<file path="config.mk">
export PLATFORM = sky130hd
export DESIGN_NAME = bht_table_flat
export DESIGN_NICKNAME = d
export VERILOG_FILES = /design/src/rtl/bht_table_pkg.sv /design/src/rtl/bht_if.sv /design/src/rtl/bht_table_lru.sv /design/src/rtl/bht_table.sv /design/src/flat_wrapper.sv
export SDC_FILE = /design/constraint.sdc
export NUM_CORES = 2
export LEC_CHECK = 0
export ABC_CLOCK_PERIOD_IN_PS = 19700
export CORE_ASPECT_RATIO = 0.8
export CORE_UTILIZATION = 61
export CTS_CLUSTER_DIAMETER = 60
export DETAILED_ROUTE_END_ITERATION = 16
export PLACE_DENSITY = 0.83
export SLEW_MARGIN = 20
export SYNTH_ARGS = -nofsm -noshare
export SYNTH_HDL_FRONTEND = slang
export SYNTH_SLANG_ARGS = --single-unit
</file>
<file path="constraint.sdc">
create_clock -name clk -period 19.7 [get_ports clk]
set_input_delay 2.955 -clock clk [delete_from_list [all_inputs] [get_ports clk]]
set_output_delay 2.955 -clock clk [all_outputs]
set_load 0.02 [all_outputs]
</file>
<file path="src/rtl/bht_table_pkg.sv">
// Shared types for the branch history table: 2-bit counter
// encodings and the saturating counter step.
package bht_table_pkg;

    typedef enum logic [1:0] {
        BHT_SNT = 2'b00,
        BHT_WNT = 2'b01,
        BHT_WT  = 2'b10,
        BHT_ST  = 2'b11
    } bht_ctr_e;

    localparam bht_ctr_e BHT_ALLOC_CTR = BHT_WT;

    function automatic bht_ctr_e ctr_next(bht_ctr_e c, logic taken);
        bht_ctr_e n;
        n = c;
        unique case (c)
            BHT_SNT: n = taken ? BHT_WNT : BHT_SNT;
            BHT_WNT: n = taken ? BHT_WT  : BHT_SNT;
            BHT_WT:  n = taken ? BHT_ST  : BHT_WNT;
            BHT_ST:  n = taken ? BHT_ST  : BHT_WT;
        endcase
        return n;
    endfunction

endpackage

</file>
<file path="src/rtl/bht_if.sv">
// Lookup (IF) and update (EX) bundle between the pipeline and
// the branch history table.
interface bht_if #(
    parameter int PcWidth = 32
);
    logic [PcWidth-1:0] lookup_pc;
    logic               lookup_hit;
    logic               lookup_taken;
    logic [PcWidth-1:0] lookup_target;
    logic               update_en;
    logic [PcWidth-1:0] update_pc;
    logic               update_taken;
    logic [PcWidth-1:0] update_target;

    modport master (
        output lookup_pc, update_en, update_pc,
        output update_taken, update_target,
        input  lookup_hit, lookup_taken, lookup_target
    );

    modport slave (
        input  lookup_pc, update_en, update_pc,
        input  update_taken, update_target,
        output lookup_hit, lookup_taken, lookup_target
    );
endinterface

</file>
<file path="src/rtl/bht_table_lru.sv">
// Age-based LRU tracker over one-hot items; lru_item flags the
// entry that has gone longest without a touch.
module bht_table_lru #(
    parameter int NItem = 8
) (
    input  logic             clk,
    input  logic             rst_n,
    input  logic             touch_en,
    input  logic [NItem-1:0] touch_item,
    output logic [NItem-1:0] lru_item
);
    localparam int AgeW = (NItem > 1) ? $clog2(NItem) : 1;
    localparam logic [AgeW-1:0] Oldest = AgeW'(NItem - 1);

    logic [AgeW-1:0] age [NItem];
    logic [AgeW-1:0] t_age;

    always_comb begin
        t_age = '0;
        for (int i = 0; i < NItem; i++) begin
            if (touch_item[i]) t_age = t_age | age[i];
        end
    end

    // ages stay a permutation: younger-than-touched entries shift up by one
    for (genvar g = 0; g < NItem; g++) begin : g_age
        always_ff @(posedge clk or negedge rst_n) begin
            if (!rst_n) begin
                age[g] <= AgeW'(NItem - 1 - g);
            end else if (touch_en) begin
                if (touch_item[g]) begin
                    age[g] <= '0;
                end else if (age[g] < t_age) begin
                    age[g] <= age[g] + AgeW'(1);
                end
            end
        end
        assign lru_item[g] = (age[g] == Oldest);
    end
endmodule

</file>
<file path="src/rtl/bht_table.sv">
// Fully associative branch history table: combinational lookup,
// resolved-branch update, LRU replacement once the table is full.
module bht_table
    import bht_table_pkg::*;
#(
    parameter int NItem   = 8,
    parameter int PcWidth = 32
) (
    input logic  clk,
    input logic  rst,
    bht_if.slave bus
);
    localparam int TagW = PcWidth - 2;

    logic               valid  [NItem];
    logic [TagW-1:0]    tag    [NItem];
    logic [PcWidth-1:0] target [NItem];
    bht_ctr_e           ctr    [NItem];

    logic [NItem-1:0] lk_hit, up_hit, inval, free_oh, victim_oh;
    logic [NItem-1:0] touch_item, lru_item, wr_hit, wr_alloc;
    logic             touch_en, up_any;

    always_comb begin
        for (int i = 0; i < NItem; i++) begin
            lk_hit[i] = valid[i] && (tag[i] == bus.lookup_pc[PcWidth-1:2]);
            up_hit[i] = valid[i] && (tag[i] == bus.update_pc[PcWidth-1:2]);
            inval[i]  = ~valid[i];
        end
    end

    // isolate the lowest set bit of the invalid mask
    assign free_oh    = inval & (~inval + NItem'(1));
    assign victim_oh  = (|inval) ? free_oh : lru_item;
    assign up_any     = |up_hit;
    assign touch_en   = bus.update_en && (up_any || bus.update_taken);
    assign touch_item = !touch_en ? '0 : (up_any ? up_hit : victim_oh);
    assign wr_hit     = {NItem{touch_en}} & up_hit;
    assign wr_alloc   = {NItem{touch_en && !up_any}} & victim_oh;

    assign bus.lookup_hit = |lk_hit;

    always_comb begin
        bus.lookup_taken  = 1'b0;
        bus.lookup_target = '0;
        for (int i = 0; i < NItem; i++) begin
            if (lk_hit[i]) begin
                bus.lookup_taken  = bus.lookup_taken | ctr[i][1];
                bus.lookup_target = bus.lookup_target | target[i];
            end
        end
    end

    for (genvar g = 0; g < NItem; g++) begin : g_entry
        always_ff @(posedge clk or posedge rst) begin
            if (rst) begin
                valid[g]  <= 1'b0;
                tag[g]    <= '0;
                target[g] <= '0;
                ctr[g]    <= BHT_SNT;
            end else if (wr_alloc[g]) begin
                valid[g]  <= 1'b1;
                tag[g]    <= bus.update_pc[PcWidth-1:2];
                target[g] <= bus.update_target;
                ctr[g]    <= BHT_ALLOC_CTR;
            end else if (wr_hit[g]) begin
                ctr[g] <= ctr_next(ctr[g], bus.update_taken);
                if (bus.update_taken) target[g] <= bus.update_target;
            end
        end
    end

    bht_table_lru #(
        .NItem(NItem)
    ) u_lru (
        .clk       (clk),
        .rst_n     (~rst),
        .touch_en  (touch_en),
        .touch_item(touch_item),
        .lru_item  (lru_item)
    );
endmodule

</file>
<file path="src/flat_wrapper.sv">
// flat-port wrapper written by rule: the top's interface ports become plain ports
module bht_table_flat import bht_table_pkg::*;
#(
    parameter int NItem   = 8,
    parameter int PcWidth = 32
)
  (clk, rst, bus_lookup_pc, bus_update_en, bus_update_pc, bus_update_taken, bus_update_target, bus_lookup_hit, bus_lookup_taken, bus_lookup_target);
  bht_if #(.PcWidth(PcWidth)) bus_i ();
  input logic clk;
  input logic rst;
  input wire logic [$bits(bus_i.lookup_pc)-1:0] bus_lookup_pc;
  input wire logic [$bits(bus_i.update_en)-1:0] bus_update_en;
  input wire logic [$bits(bus_i.update_pc)-1:0] bus_update_pc;
  input wire logic [$bits(bus_i.update_taken)-1:0] bus_update_taken;
  input wire logic [$bits(bus_i.update_target)-1:0] bus_update_target;
  output wire logic [$bits(bus_i.lookup_hit)-1:0] bus_lookup_hit;
  output wire logic [$bits(bus_i.lookup_taken)-1:0] bus_lookup_taken;
  output wire logic [$bits(bus_i.lookup_target)-1:0] bus_lookup_target;
  assign bus_i.lookup_pc = bus_lookup_pc;
  assign bus_i.update_en = bus_update_en;
  assign bus_i.update_pc = bus_update_pc;
  assign bus_i.update_taken = bus_update_taken;
  assign bus_i.update_target = bus_update_target;
  assign bus_lookup_hit = bus_i.lookup_hit;
  assign bus_lookup_taken = bus_i.lookup_taken;
  assign bus_lookup_target = bus_i.lookup_target;
  bht_table #(.NItem(NItem), .PcWidth(PcWidth)) u_core (.clk(clk), .rst(rst), .bus(bus_i));
endmodule
</file>
==> flow_summary.toml <==
[synth]
synth_area_um2 = 29200
synth-edff-count = 0
synth_ff_type = "dfrtp_1"
synth_area_leaders = "dfrtp_1 46%, mux2_2 19%, xnor2_1 11%, xor2_1 2.8%, nand4_1 2.6%"
synthCells = 2452
async_flop_share_pct = 100
avgSynthCellArea_um2 = 11.9
yosys_warnings = 0
seq_area_frac_synth_pct = 46.7
synth_seq_cells = 544
synth_top_cell_area_share_pct = 45.7
synth_fp_nets = 2584
yosysTopAreaCell = "dfrtp_1"
netlist-cell-type-count = 72

[placement]
place_area_um2 = 31000
port_buffers = 129
place_ws_ps = 9680
gp_congestion = 1.03
dp_hpwl_um = 54200

[layout]
syn2layout_area_growth_pct = 12.5
regArea_um2 = 13600
drive_above_1_share_pct = 27.0
multi_input_area_um2 = 14700
fin_area_um2 = 32800
finalNetCount = 2648
utilization_pct = 69.7
fillers = 3269

[clocking]
postCtsHoldBufs = 0
h-tree-depth = 2
clockBufferDepth = 3
path_clk_slew_ps = 60
cts_buffers = 55
postCtsSetupBuffers = 0
ctsResizeCount = 0
cts_sinks = 544
cts_root_buf = "clkbuf_16"
cts_tree = "done"
insertion_delay_ps = 650

[sta]
finalHoldViolations = 0
slew_headroom_pct = 22.0
post-route-min-period_ps = 10310
finClkSkew_ps = 55.2
holdWs_ps = 504
maxClockFrequency_mhz = 97.0
tightest_slew_ps = 1170
rsz0062_at_grt = "false"
setup_viol = 0
period_share_pct = 52.3
slew_violations = 0
setup_slack_ps = 9390
fin_tns_setup_ps = 0

[grt]
grt_max_degree = 161
antenna_found_initial = 2
grt_pass1_wl_um = 132000
grt-ovfl-total = 0
grt_pass1_vias = 21762
grt_usage_pct = 36.3

[route]
ant_nets = 0
drc = 0
first_pass_iters = 8
avgViaCountPerCell = 6.71
num_vias = 21339
wl_per_cell_um = 27.5
drt_iter0_drc = 2538
routed_wl_um = 87400

[worst_setup_path]
criticalPathCategory = "input port to primary output"
critPathLaunchType = "input port"
critPathMaxFanout = 34
required_ps = 16750
cp.arrival_ps = 7360
endpoint_kind = "primary output"

[floorplan]
die_w_um = 246
core_um2 = 47100
io_pins = 134
rows = 71
fp.dieArea_um2 = 48700
die_h_um = 198
initial_core_util_pct = 61.9

[power]
cellPowerDensity_nw_per_um2 = 142
p_leak_nw = 13.6
peakVddDrop_mv = 0.0897

[flow_run]
maxCapViolCount = 0

[run_status]
status = "complete, no violations"

[worst_hold_path]
hold_class = "flop to flop"
==> flip-flops by register name, summed over array words and instances (netlist names) <==
name / cells
u_core.ctr: 16
u_core.tag: 240
u_core.target: 256
u_core.u_lru.age: 24
u_core.valid: 8
==> worst max-delay path: stages <==
cell	delay (ps)
clkdlybuf4s50_1	990
xnor2_1	500
nand4_1	190
or4_1	600
nor4_2	370
buf_4	590
a22o_1	240
a221oi_1	50
nand3_1	210
clkdlybuf4s50_1	650
==> through the flow <==
| stage | power (mW) | cells |
|---|---|---|
| final | 4.65 | 3182 |
| after CTS | 4.62 | 3181 |
| after global placement | 3.42 | 3079 |
| after global routing | 4.87 | 3182 |
| after floorplan | 3.15 | 2452 |
| after detailed placement | 3.54 | 3079 |
==> kinds of logic after synthesis <==
kind of cell | synth area share (%)
multiplexers | 19.1
AND/OR/NAND/NOR | 8.20
adder cells (fa/ha/maj) | 1.41
buffers and inverters | 3.12
flip-flops | 46.7
XOR/XNOR | 14.5
AO/OA/AOI/OAI | 6.98
==> power by group <==
group	switching [mW]	total [mW]	internal, mW
registers	0.472	2.10	1.63
logic	0.653	1.49	0.836
clock network	0.465	1.06	0.600
total	1.59	4.65	3.06
==> cell usage in the layout (no fill, tap or decap), types with 32 or more instances in the layout <==
cell,netlist,routed
dfrtp_1,532,532
mux2_2,492,492
xnor2_1,381,381
clkdlybuf4s50_1,0,129
nand4_1,123,123
xor2_1,94,94
a22oi_1,66,66
nand2_1,73,65
nand3_1,57,57
clkbuf_16,0,55
buf_4,1,53
nor4_1,57,49
o21ai_0,37,37
a22o_1,37,37
a21oi_1,35,34
a221oi_1,33,33
ha_1,32,32
==> cell type report <==
class                      instances  share of cell area (%)
clock inverter                    17                   0.614
sequential                       544                    41.5
multi-input combinational       1706                    44.9
antenna                            1                 0.00763
clock buffer                      85                    4.97
tap                              620                    2.36
inverter                          23                   0.286
timing repair buffer             186                    5.31
==> cell usage after synthesis, types with 57 or more instances <==
cell type and instances:
buf_2 83, mux2_2 492, dfrtp_1 532, nand2_1 73
a22oi_1 66, xnor2_1 381, clkbuf_1 74, nor4_1 57
nand4_1 123, xor2_1 94, nand3_1 57
==> worst paths after layout <==
check                                               from  cells past startpoint  slack (ps)                          endpoint
setup reg to reg              u_core.tag[80]$_DFFE_PP0P_                     15       13940  u_core.u_lru.age[11]$_DFFE_PP0P_
max in group asynchronous                            rst                      5       14010     u_core.target[75]$_DFFE_PP0P_
setup / recovery                        bus_lookup_pc[6]                     10        9390              bus_lookup_target[1]
hold / removal             u_core.target[11]$_DFFE_PP0P_                      1         500     u_core.target[11]$_DFFE_PP0P_
min in group asynchronous                            rst                      2        2910    u_core.target[199]$_DFFE_PP0P_
hold reg to reg            u_core.target[11]$_DFFE_PP0P_                      1         500     u_core.target[11]$_DFFE_PP0P_
==> routing by layer <==
| layer | vias to the layer above | global-route usage [%] | wire [um] |
|---|---|---|---|
| met5 | - | 0 | 13 |
| met4 | 2 | 15.9 | 3870 |
| met3 | 285 | 10.3 | 10400 |
| met2 | 1242 | 53.3 | 38300 |
| met1 | 10786 | 50.4 | 34900 |
| li1 | 9024 | - | - |
(Power assumes the default switching activity.)
